===== config.mk =====
export PLATFORM = sky130hd
export DESIGN_NAME = wght_fetch_ctrl_flat
export DESIGN_NICKNAME = d
export VERILOG_FILES = /design/src/rtl/wght_fetch_ctrl_if.sv /design/src/rtl/wght_fetch_ctrl.sv /design/src/flat_wrapper.sv
export SDC_FILE = /design/constraint.sdc
export NUM_CORES = 1
export LEC_CHECK = 0
export ABC_AREA = 1
export ABC_CLOCK_PERIOD_IN_PS = 4150
export CORE_AREA = 2 2 425 427
export CTS_CLUSTER_SIZE = 20
export DETAILED_ROUTE_END_ITERATION = 8
export DIE_AREA = 0 0 427 429
export MAX_ROUTING_LAYER = met4
export PLACE_DENSITY = 0.53
export RECOVER_POWER = 50
export SYNTH_ARGS = -nofsm -noshare
export SYNTH_HDL_FRONTEND = slang
export SYNTH_SLANG_ARGS = --single-unit

===== constraint.sdc =====
create_clock -name clk -period 4.15 [get_ports clk]
set_clock_uncertainty 0.05 [all_clocks]
set_input_delay 0.6225 -clock clk [delete_from_list [all_inputs] [get_ports clk]]
set_output_delay 0.6225 -clock clk [all_outputs]
set_load 0.005 [all_outputs]

===== src/rtl/wght_fetch_ctrl_if.sv =====
// Weight fetch controller bus: burst request/status, weight memory read port,
// output stream handshake and stall counter. The slave side is the controller.
interface wght_fetch_ctrl_if #(
    parameter int WIDTH      = 512,
    parameter int ADDR_WIDTH = 11
);
    logic                  start;
    logic [ADDR_WIDTH-1:0] base_addr;
    logic [ADDR_WIDTH:0]   len;
    logic                  busy;
    logic                  done;
    logic                  err;
    logic                  mem_ena;
    logic                  mem_rden;
    logic [ADDR_WIDTH-1:0] mem_addr;
    logic [WIDTH-1:0]      mem_q;
    logic                  o_valid;
    logic                  o_ready;
    logic [WIDTH-1:0]      o_data;
    logic                  o_last;
    logic [31:0]           stall_cnt;

    modport master (
        output start, base_addr, len, mem_q, o_ready,
        input  busy, done, err, mem_ena, mem_rden, mem_addr,
               o_valid, o_data, o_last, stall_cnt
    );

    modport slave (
        input  start, base_addr, len, mem_q, o_ready,
        output busy, done, err, mem_ena, mem_rden, mem_addr,
               o_valid, o_data, o_last, stall_cnt
    );
endinterface


===== src/rtl/wght_fetch_ctrl.sv =====
// Weight fetch controller: on start, reads len words from base_addr out of a
// one-cycle-latency weight memory and streams them through a 2-entry output
// FIFO with valid/ready handshake. Optional stall counter is enabled by
// defining WFETCH_STALL_CNT_EN; otherwise stall_cnt is tied to 0.
module wght_fetch_ctrl #(
    parameter int WIDTH      = 512,
    parameter int ADDR_WIDTH = 11,
    parameter int DEPTH      = 1536
) (
    input logic             clk,
    input logic             rst_n,
    wght_fetch_ctrl_if.slave bus
);
    typedef enum logic [1:0] {IDLE, FETCH, DRAIN} state_t;

    localparam logic [ADDR_WIDTH+1:0] DEPTH_W = (ADDR_WIDTH+2)'(DEPTH);

    state_t                state_q, state_d;
    logic [ADDR_WIDTH-1:0] rd_addr_q;
    logic [ADDR_WIDTH:0]   rd_left_q;
    logic [ADDR_WIDTH:0]   pop_left_q;
    logic                  infl_q;
    logic [WIDTH-1:0]      fifo_q [2];
    logic                  wr_ptr_q, rd_ptr_q;
    logic [1:0]            cnt_q;
    logic                  done_q, err_q;

    logic                  start_ok, range_bad, go, pop, issue, busy_w, o_valid_w;
    logic [ADDR_WIDTH+1:0] end_addr;
    logic [2:0]            occ_sum;

    assign start_ok  = bus.start && (state_q == IDLE);
    assign end_addr  = {2'b00, bus.base_addr} + {1'b0, bus.len};
    assign range_bad = end_addr > DEPTH_W;
    assign go        = start_ok && !range_bad && (bus.len != '0);
    assign o_valid_w = (cnt_q != 2'd0);
    assign pop       = o_valid_w && bus.o_ready;
    // A pop needs a stored word, so this sum never underflows.
    assign occ_sum   = {1'b0, cnt_q} + {2'b00, infl_q} - {2'b00, pop};

    // State register
    always_ff @(posedge clk or negedge rst_n) begin
        if (!rst_n) state_q <= IDLE;
        else        state_q <= state_d;
    end

    // Next-state logic
    always_comb begin
        state_d = state_q;
        unique case (state_q)
            IDLE:    if (go) state_d = FETCH;
            FETCH:   if (issue && (rd_left_q == (ADDR_WIDTH+1)'(1))) state_d = DRAIN;
            DRAIN:   if (pop && (pop_left_q == (ADDR_WIDTH+1)'(1))) state_d = IDLE;
            default: state_d = IDLE;
        endcase
    end

    // Output logic: read only if the word still fits once everything in flight lands
    always_comb begin
        busy_w = (state_q != IDLE);
        issue  = 1'b0;
        if ((state_q == FETCH) && (occ_sum < 3'd2)) issue = 1'b1;
    end

    // Burst counters, read pipeline and output FIFO
    always_ff @(posedge clk or negedge rst_n) begin
        if (!rst_n) begin
            rd_addr_q  <= '0;
            rd_left_q  <= '0;
            pop_left_q <= '0;
            infl_q     <= 1'b0;
            fifo_q[0]  <= '0;
            fifo_q[1]  <= '0;
            wr_ptr_q   <= 1'b0;
            rd_ptr_q   <= 1'b0;
            cnt_q      <= 2'd0;
            done_q     <= 1'b0;
            err_q      <= 1'b0;
        end else begin
            if (go) begin
                rd_addr_q  <= bus.base_addr;
                rd_left_q  <= bus.len;
                pop_left_q <= bus.len;
            end else begin
                if (issue) begin
                    rd_addr_q <= rd_addr_q + 1'b1;
                    rd_left_q <= rd_left_q - 1'b1;
                end
                if (pop) pop_left_q <= pop_left_q - 1'b1;
            end
            infl_q <= issue;
            if (infl_q) begin
                fifo_q[wr_ptr_q] <= bus.mem_q;
                wr_ptr_q         <= ~wr_ptr_q;
            end
            if (pop) rd_ptr_q <= ~rd_ptr_q;
            case ({infl_q, pop})
                2'b10:   cnt_q <= cnt_q + 2'd1;
                2'b01:   cnt_q <= cnt_q - 2'd1;
                default: cnt_q <= cnt_q;
            endcase
            done_q <= (start_ok && !range_bad && (bus.len == '0)) ||
                      ((state_q == DRAIN) && pop && (pop_left_q == (ADDR_WIDTH+1)'(1)));
            err_q  <= start_ok && range_bad;
        end
    end

    assign bus.busy     = busy_w;
    assign bus.done     = done_q;
    assign bus.err      = err_q;
    assign bus.mem_ena  = issue;
    assign bus.mem_rden = issue;
    assign bus.mem_addr = issue ? rd_addr_q : '0;
    assign bus.o_valid  = o_valid_w;
    assign bus.o_data   = fifo_q[rd_ptr_q];
    assign bus.o_last   = o_valid_w && (pop_left_q == (ADDR_WIDTH+1)'(1));

`ifdef WFETCH_STALL_CNT_EN
    logic [31:0] stall_q;

    // Count cycles where a burst's output word is held back by the consumer
    always_ff @(posedge clk or negedge rst_n) begin
        if (!rst_n)                                         stall_q <= '0;
        else if (start_ok)                                  stall_q <= '0;
        else if (busy_w && o_valid_w && !bus.o_ready && (stall_q != '1)) stall_q <= stall_q + 32'd1;
    end

    assign bus.stall_cnt = stall_q;
`else
    assign bus.stall_cnt = '0;
`endif
endmodule


===== src/flat_wrapper.sv =====
// flat-port wrapper written by rule: the top's interface ports become plain ports
module wght_fetch_ctrl_flat 
#(
    parameter int WIDTH      = 512,
    parameter int ADDR_WIDTH = 11,
    parameter int DEPTH      = 1536
)
  (clk, rst_n, bus_start, bus_base_addr, bus_len, bus_mem_q, bus_o_ready, bus_busy, bus_done, bus_err, bus_mem_ena, bus_mem_rden, bus_mem_addr, bus_o_valid, bus_o_data, bus_o_last, bus_stall_cnt);
  wght_fetch_ctrl_if #(.WIDTH(WIDTH), .ADDR_WIDTH(ADDR_WIDTH)) bus_i ();
  input logic clk;
  input logic rst_n;
  input wire logic [$bits(bus_i.start)-1:0] bus_start;
  input wire logic [$bits(bus_i.base_addr)-1:0] bus_base_addr;
  input wire logic [$bits(bus_i.len)-1:0] bus_len;
  input wire logic [$bits(bus_i.mem_q)-1:0] bus_mem_q;
  input wire logic [$bits(bus_i.o_ready)-1:0] bus_o_ready;
  output wire logic [$bits(bus_i.busy)-1:0] bus_busy;
  output wire logic [$bits(bus_i.done)-1:0] bus_done;
  output wire logic [$bits(bus_i.err)-1:0] bus_err;
  output wire logic [$bits(bus_i.mem_ena)-1:0] bus_mem_ena;
  output wire logic [$bits(bus_i.mem_rden)-1:0] bus_mem_rden;
  output wire logic [$bits(bus_i.mem_addr)-1:0] bus_mem_addr;
  output wire logic [$bits(bus_i.o_valid)-1:0] bus_o_valid;
  output wire logic [$bits(bus_i.o_data)-1:0] bus_o_data;
  output wire logic [$bits(bus_i.o_last)-1:0] bus_o_last;
  output wire logic [$bits(bus_i.stall_cnt)-1:0] bus_stall_cnt;
  assign bus_i.start = bus_start;
  assign bus_i.base_addr = bus_base_addr;
  assign bus_i.len = bus_len;
  assign bus_i.mem_q = bus_mem_q;
  assign bus_i.o_ready = bus_o_ready;
  assign bus_busy = bus_i.busy;
  assign bus_done = bus_i.done;
  assign bus_err = bus_i.err;
  assign bus_mem_ena = bus_i.mem_ena;
  assign bus_mem_rden = bus_i.mem_rden;
  assign bus_mem_addr = bus_i.mem_addr;
  assign bus_o_valid = bus_i.o_valid;
  assign bus_o_data = bus_i.o_data;
  assign bus_o_last = bus_i.o_last;
  assign bus_stall_cnt = bus_i.stall_cnt;
  wght_fetch_ctrl #(.WIDTH(WIDTH), .ADDR_WIDTH(ADDR_WIDTH), .DEPTH(DEPTH)) u_core (.clk(clk), .rst_n(rst_n), .bus(bus_i));
endmodule

After elaboration in Yosys (flattened, before gate mapping)
Cells that the tools add are included.

$add $sub $neg: 8. Multipliers: 0. Divide/modulo/power cells: 0. Magnitude comparators: 5. Equality and inequality tests: 9. Shift-type cells: 0. Muxes and demuxes: 19. Bitwise logic cells: 4. Reduce and logical (&&, ||, !) cells: 24.

Operators with widths (number): two-way mux 512 bit (4); bitwise mux 1024 bit (1); demux 512 bit (select 1 bit) (1); two-way mux 12 bit (4); two-way mux 11 bit (3); == test 12 x 1 -> 1 bit, second input constant (2); subtractor 12 x 1 -> 12 bit, second input constant (2); adder 11 x 12 -> 13 bit (1); greater-than comparator 13 x 11 -> 1 bit, second input constant (1); logical AND 1 bit (13); zero test 12 bit (1); nonzero test 12 bit (1); adder 11 x 1 -> 11 bit, second input constant (1); nonzero test 2 bit (5); two-way mux 2 bit (3); != test 2 x 1 -> 1 bit, second input constant (3); case mux 2 bit (3 select lines) (1); == test 2 x 1 -> 1 bit, second input constant (2); == test 2 bit, second input constant (2); >= comparator 2 bit, second input constant (2); NOT 1 -> 2 bit (2); case mux 2 bit (2 select lines) (1); adder 2 x 1 -> 3 bit (1); less-than comparator 3 x 2 -> 1 bit, second input constant (1); 10 further kinds (11).

Flip-flop bits (word level): 1068. Bits in latches: 0. RAM bits: 0. Bits in read-only memories: 0. Memories: 0.

Depth between registers and ports, before layout
Word-level depth: 9. Gate-level depth with buffers: 19.

Worst setup path before layout
Ideal clock, no wire load.

Path type: input port to output port. From: input bus_o_ready. To: output bus_mem_addr[0]. Arrival: 2.693 ns. Path slack: 0.785 ns. Cell stages on the path: 11. Cell sequence: nand2_1 > inv_1 > ha_1 > inv_1 > nand2_1 > fa_1 > xnor2_1 > nand3_1 > clkbuf_1 > clkbuf_1 > nor2_1.

Word-level cells in the longest chain between the ends: 6.

RTL lines: start: declaration (RTL line flat_wrapper.sv:16) `input wire logic [$bits(bus_i.o_ready)-1:0] bus_o_ready;`; logical AND 1 bit (RTL line wght_fetch_ctrl.sv:37) `assign pop = o_valid_w && bus.o_ready;`; via u_core.pop (RTL line wght_fetch_ctrl.sv:28) `logic start_ok, range_bad, go, pop, issue, busy_w, o_valid_w;`; subtractor 3 x 1 -> 3 bit (RTL line wght_fetch_ctrl.sv:39) `assign occ_sum = {1'b0, cnt_q} + {2'b00, infl_q} - {2'b00, pop};`; less-than comparator 3 x 2 -> 1 bit (RTL line wght_fetch_ctrl.sv:62) `if ((state_q == FETCH) && (occ_sum < 3'd2)) issue = 1'b1;`; logical AND 1 bit (RTL line wght_fetch_ctrl.sv:62); two-way mux 1 bit (RTL line wght_fetch_ctrl.sv:62); two-way mux 11 bit (RTL line wght_fetch_ctrl.sv:113) `assign bus.mem_addr = issue ? rd_addr_q : '0;`; end: declaration (RTL line flat_wrapper.sv:22) `output wire logic [$bits(bus_i.mem_addr)-1:0] bus_mem_addr;`.

The timed path passes the listed nets, and every way through them passes these cells.

Final worst setup path
From: register u_core.cnt_q[0]. To: output bus_mem_addr[9].

Word-level cells in the longest chain between the ends: 7. Elaborated cells on any way between the ends: 8.

RTL lines: start: declaration (RTL line wght_fetch_ctrl.sv:25) `logic [1:0] cnt_q;`; start signal: assignment (RTL line wght_fetch_ctrl.sv:98) `2'b10: cnt_q <= cnt_q + 2'd1;`; start signal: assignment (RTL line wght_fetch_ctrl.sv:99) `2'b01: cnt_q <= cnt_q - 2'd1;`; start signal: assignment (RTL line wght_fetch_ctrl.sv:100) `default: cnt_q <= cnt_q;`; nonzero test 2 bit (RTL line wght_fetch_ctrl.sv:36) `assign o_valid_w = (cnt_q != 2'd0);`; logical AND 1 bit (RTL line wght_fetch_ctrl.sv:37); via u_core.pop (RTL line wght_fetch_ctrl.sv:28); subtractor 3 x 1 -> 3 bit (RTL line wght_fetch_ctrl.sv:39); less-than comparator 3 x 2 -> 1 bit (RTL line wght_fetch_ctrl.sv:62); logical AND 1 bit (RTL line wght_fetch_ctrl.sv:62); two-way mux 1 bit (RTL line wght_fetch_ctrl.sv:62); two-way mux 11 bit (RTL line wght_fetch_ctrl.sv:113).

The timed path passes the listed nets, and every way through them passes these cells.

==> metrics.txt <==
mux contribution to synthesized area 0%; antenna violations before repair 35; commonest cells after routing, fill and taps aside nand2_1 (2686), dfrtp_1 (1066), clkdlybuf4s50_1 (1062), o21ai_0 (1034), inv_1 (568); Synth Area in Adders 0.564%; Area Overhead vs Synth 37.2%; Pwr per Cell Area ~840 nW/um^2; crit end category output pin; max-cap violation count 4; pin count of the biggest net entering global routing 177; Root Buffer clkbuf_16; row count roughly 160; Synth Area in Simple Gates a little under a quarter; Num CTS Buffers approximately 130; DP HPWL 118 mm; # clock sinks about 1100; commonest non-fill, non-tap cell in the layout nand2_1; total track usage 18.5%; Reg2Reg Depth 4; critical path arrival between 3000 and 4000 ps; Synth Cell Area between 40000 and 50000 sq um; combinational family with the most area after synthesis simple AND/OR/NAND/NOR gates; leak pwr 32.5 nW; post-route insts no fill approximately 9400; hold depth 3; clock-pin transition on the worst setup and hold timing paths 60 ps; gpl congestion roughly 0.89; drt pass-1 iters 6; layout cells sized above 1 roughly 4.4%; WL/cell 18.0 um; Peak Freq 255 MHz; critical path data required time around 3500 ps; Ys Warns 0; IO Port Bufs ~1100; CP Class flop to output pin; Slew Limit Fails 331; die width 427 um; PnR worst setup slack about 220 ps; Layout Nets 7447; post-layout min period approximately 3900 ps; slew at the pin with the worst max-slew slack around 3100 ps; Fillers about 18000; failing checks max-capacitance violations, max-slew violations; status finished, violations left; WL final 168 mm; vias in the first global route between 30000 and 40000; Skew-Pair Late Insertion Delay between 700 and 800 ps; Synth top area share 56.8%; Synth Area in Compound Gates about 11%; ANT nets after route 0; first-pass GRT wire length approximately 250 mm; Synth area leader dfrtp_1; dpl ws 186 ps; startpoint class of the critical path flop; DRC 0; Synth area leaders dfrtp_1 (57%), nand2_1 (21%), o21ai_0 (11%), inv_1 (4.5%), clkbuf_1 (2.7%); Tcrit/Tclk final roughly 95%; Slew HR -108%; die boundary height 429 um; initial core utilization a little over a quarter; htree depth 4; endpoints failing setup 0; XOR/XNOR share of the synthesized area less than 1%; GRT overflow 0; Max IR drop VDD 0.426 mV; Hold WC Path Type input pin to flop; initial DRC count between 3000 and 4000; Synth Register Bits between 1000 and 1500; CP max FO 13; Syn Area/Cell a little under 8 sq um; Syn Inst Count 5946; Design Power between 50 and 60 mW; total number of vias 40781; DP Cell Count ~9100; post-synth cell types 36; Seq/Total Area, Yosys around 57%; CTS tree built; clk buf depth 3; full die area 183000 sq um; vias per inst around 4.4; final hold vios 0; core area 178000 sq um; I/O pin cnt roughly 1100
## metal layers
layer	GRT usage (%)	up-vias	routed length [um]	part of all wire, %
li1	-	20159	-	-
met1	22.3	19274	70600	42
met2	29.7	1153	81100	48
met3	5.22	195	11900	7.1
met4	5.78	0	4860	2.9
met5	-	-	0	0
## worst max-delay path, stage by stage, from the launching register on
cell and delay (ps):
dfrtp_1 380, nor2_1 110, inv_1 70, nand2_1 80
inv_1 80, ha_4 250, inv_1 50, nand2_1 60
fa_2 540, nand3_1 90, buf_6 170, nor2_1 110
clkdlybuf4s50_1 510
## path summary, 6_finish.rpt
check,startpoint,end,slack [ps]
max in group asynchronous,rst_n,u_core.fifo_q[228],460
worst max-delay path,u_core.cnt_q[0],bus_mem_addr[9],220
worst min-delay path,bus_mem_q[22],u_core.fifo_q[534],370
worst min register to register,u_core.fifo_q[571],u_core.fifo_q[571],430
min in group asynchronous,rst_n,u_core.fifo_q[719],1310
worst max register to register,u_core.infl_q,u_core.fifo_q[703],560
## sequential cells by signal, indices dropped and copies added (netlist names), 2 cells and up
name               cells
u_core.pop_left_q     12
u_core.rd_left_q      12
u_core.cnt_q           2
u_core.rd_addr_q      11
u_core.state_q         2
u_core.fifo_q       1024
## metrics by stage
stage / utilization [%] / cell area [sq um] / hold WS, ps / setup TNS [ps]
final: 36.3 / 64600 / 369 / 0
after global routing: 36.3 / 64500 / 327 / -7.17
after CTS: 36.3 / 64600 / 289 / 0
after detailed placement: 33.9 / 60400 / 423 / 0
after global placement: 33.9 / 60400 / 415 / 0
after floorplan: - / 47200 / 277 / 0
## kinds of logic after synthesis
kind of cell	Yosys count
and+or+nand+nor	2819
DFF	1068
AOI/OAI and AO/OA	1051
buffers and inverters	954
xor gates and xnor gates	33
adders and majority gates	20
other	1
## what timing repair did
item	4_1_cts	5_1_grt
endpoints found under the hold margin	59	0
hold buffers	1	0
pin swaps	1	1
gates cloned	0	0
endpoints found under the setup margin	13	11
buffers inserted	2	0
gates resized for setup	7	4
## synth_stat cells
library cell and n:
inv_2 2, dfrtp_1 1068, nand3_2 5, nand4_2 1, clkbuf_1 336, conb_1 1, o21ai_2 1, a31oi_1 1
nor4_1 5, or2_1 1, or3_1 1, nand3_1 42, fa_1 2, nor2_1 47, inv_1 569, buf_2 7
or3b_2 1, a21oi_1 11, ha_1 18, nor2_4 1, nand2_1 2687, o32ai_1 1, o31ai_1 1, nand2_2 3
nand3b_1 3, buf_1 5, o21ai_0 1034, buf_4 34, xnor2_1 9, nand4_1 5, nor3_1 13, xor2_1 24
a31o_2 1, a21boi_0 1, or2_2 4, buf_6 1
## report_power, final
group	internal, mW	leakage, nW	switching, mW
Combinational	11.3	17.3	13.4
Clock	6.54	2.07	4.61
Sequential	15.6	13.1	2.67
Total	33.4	32.5	20.6
## area by class of cell
class / count / area, sq um / area share (%)
Clock inverter: 37 / 338 / 0.523
Inverter: 571 / 2150 / 3.34
Timing Repair Buffer: 1161 / 11700 / 18.2
Antenna cell: 35 / 87.6 / 0.136
Multi-Input combinational cell: 3955 / 16700 / 25.9
Tap cell: 2355 / 2950 / 4.56
Clock buffer: 190 / 3830 / 5.94
Sequential cell: 1068 / 26700 / 41.4
Note: power is estimated with default switching activity, not from simulation.
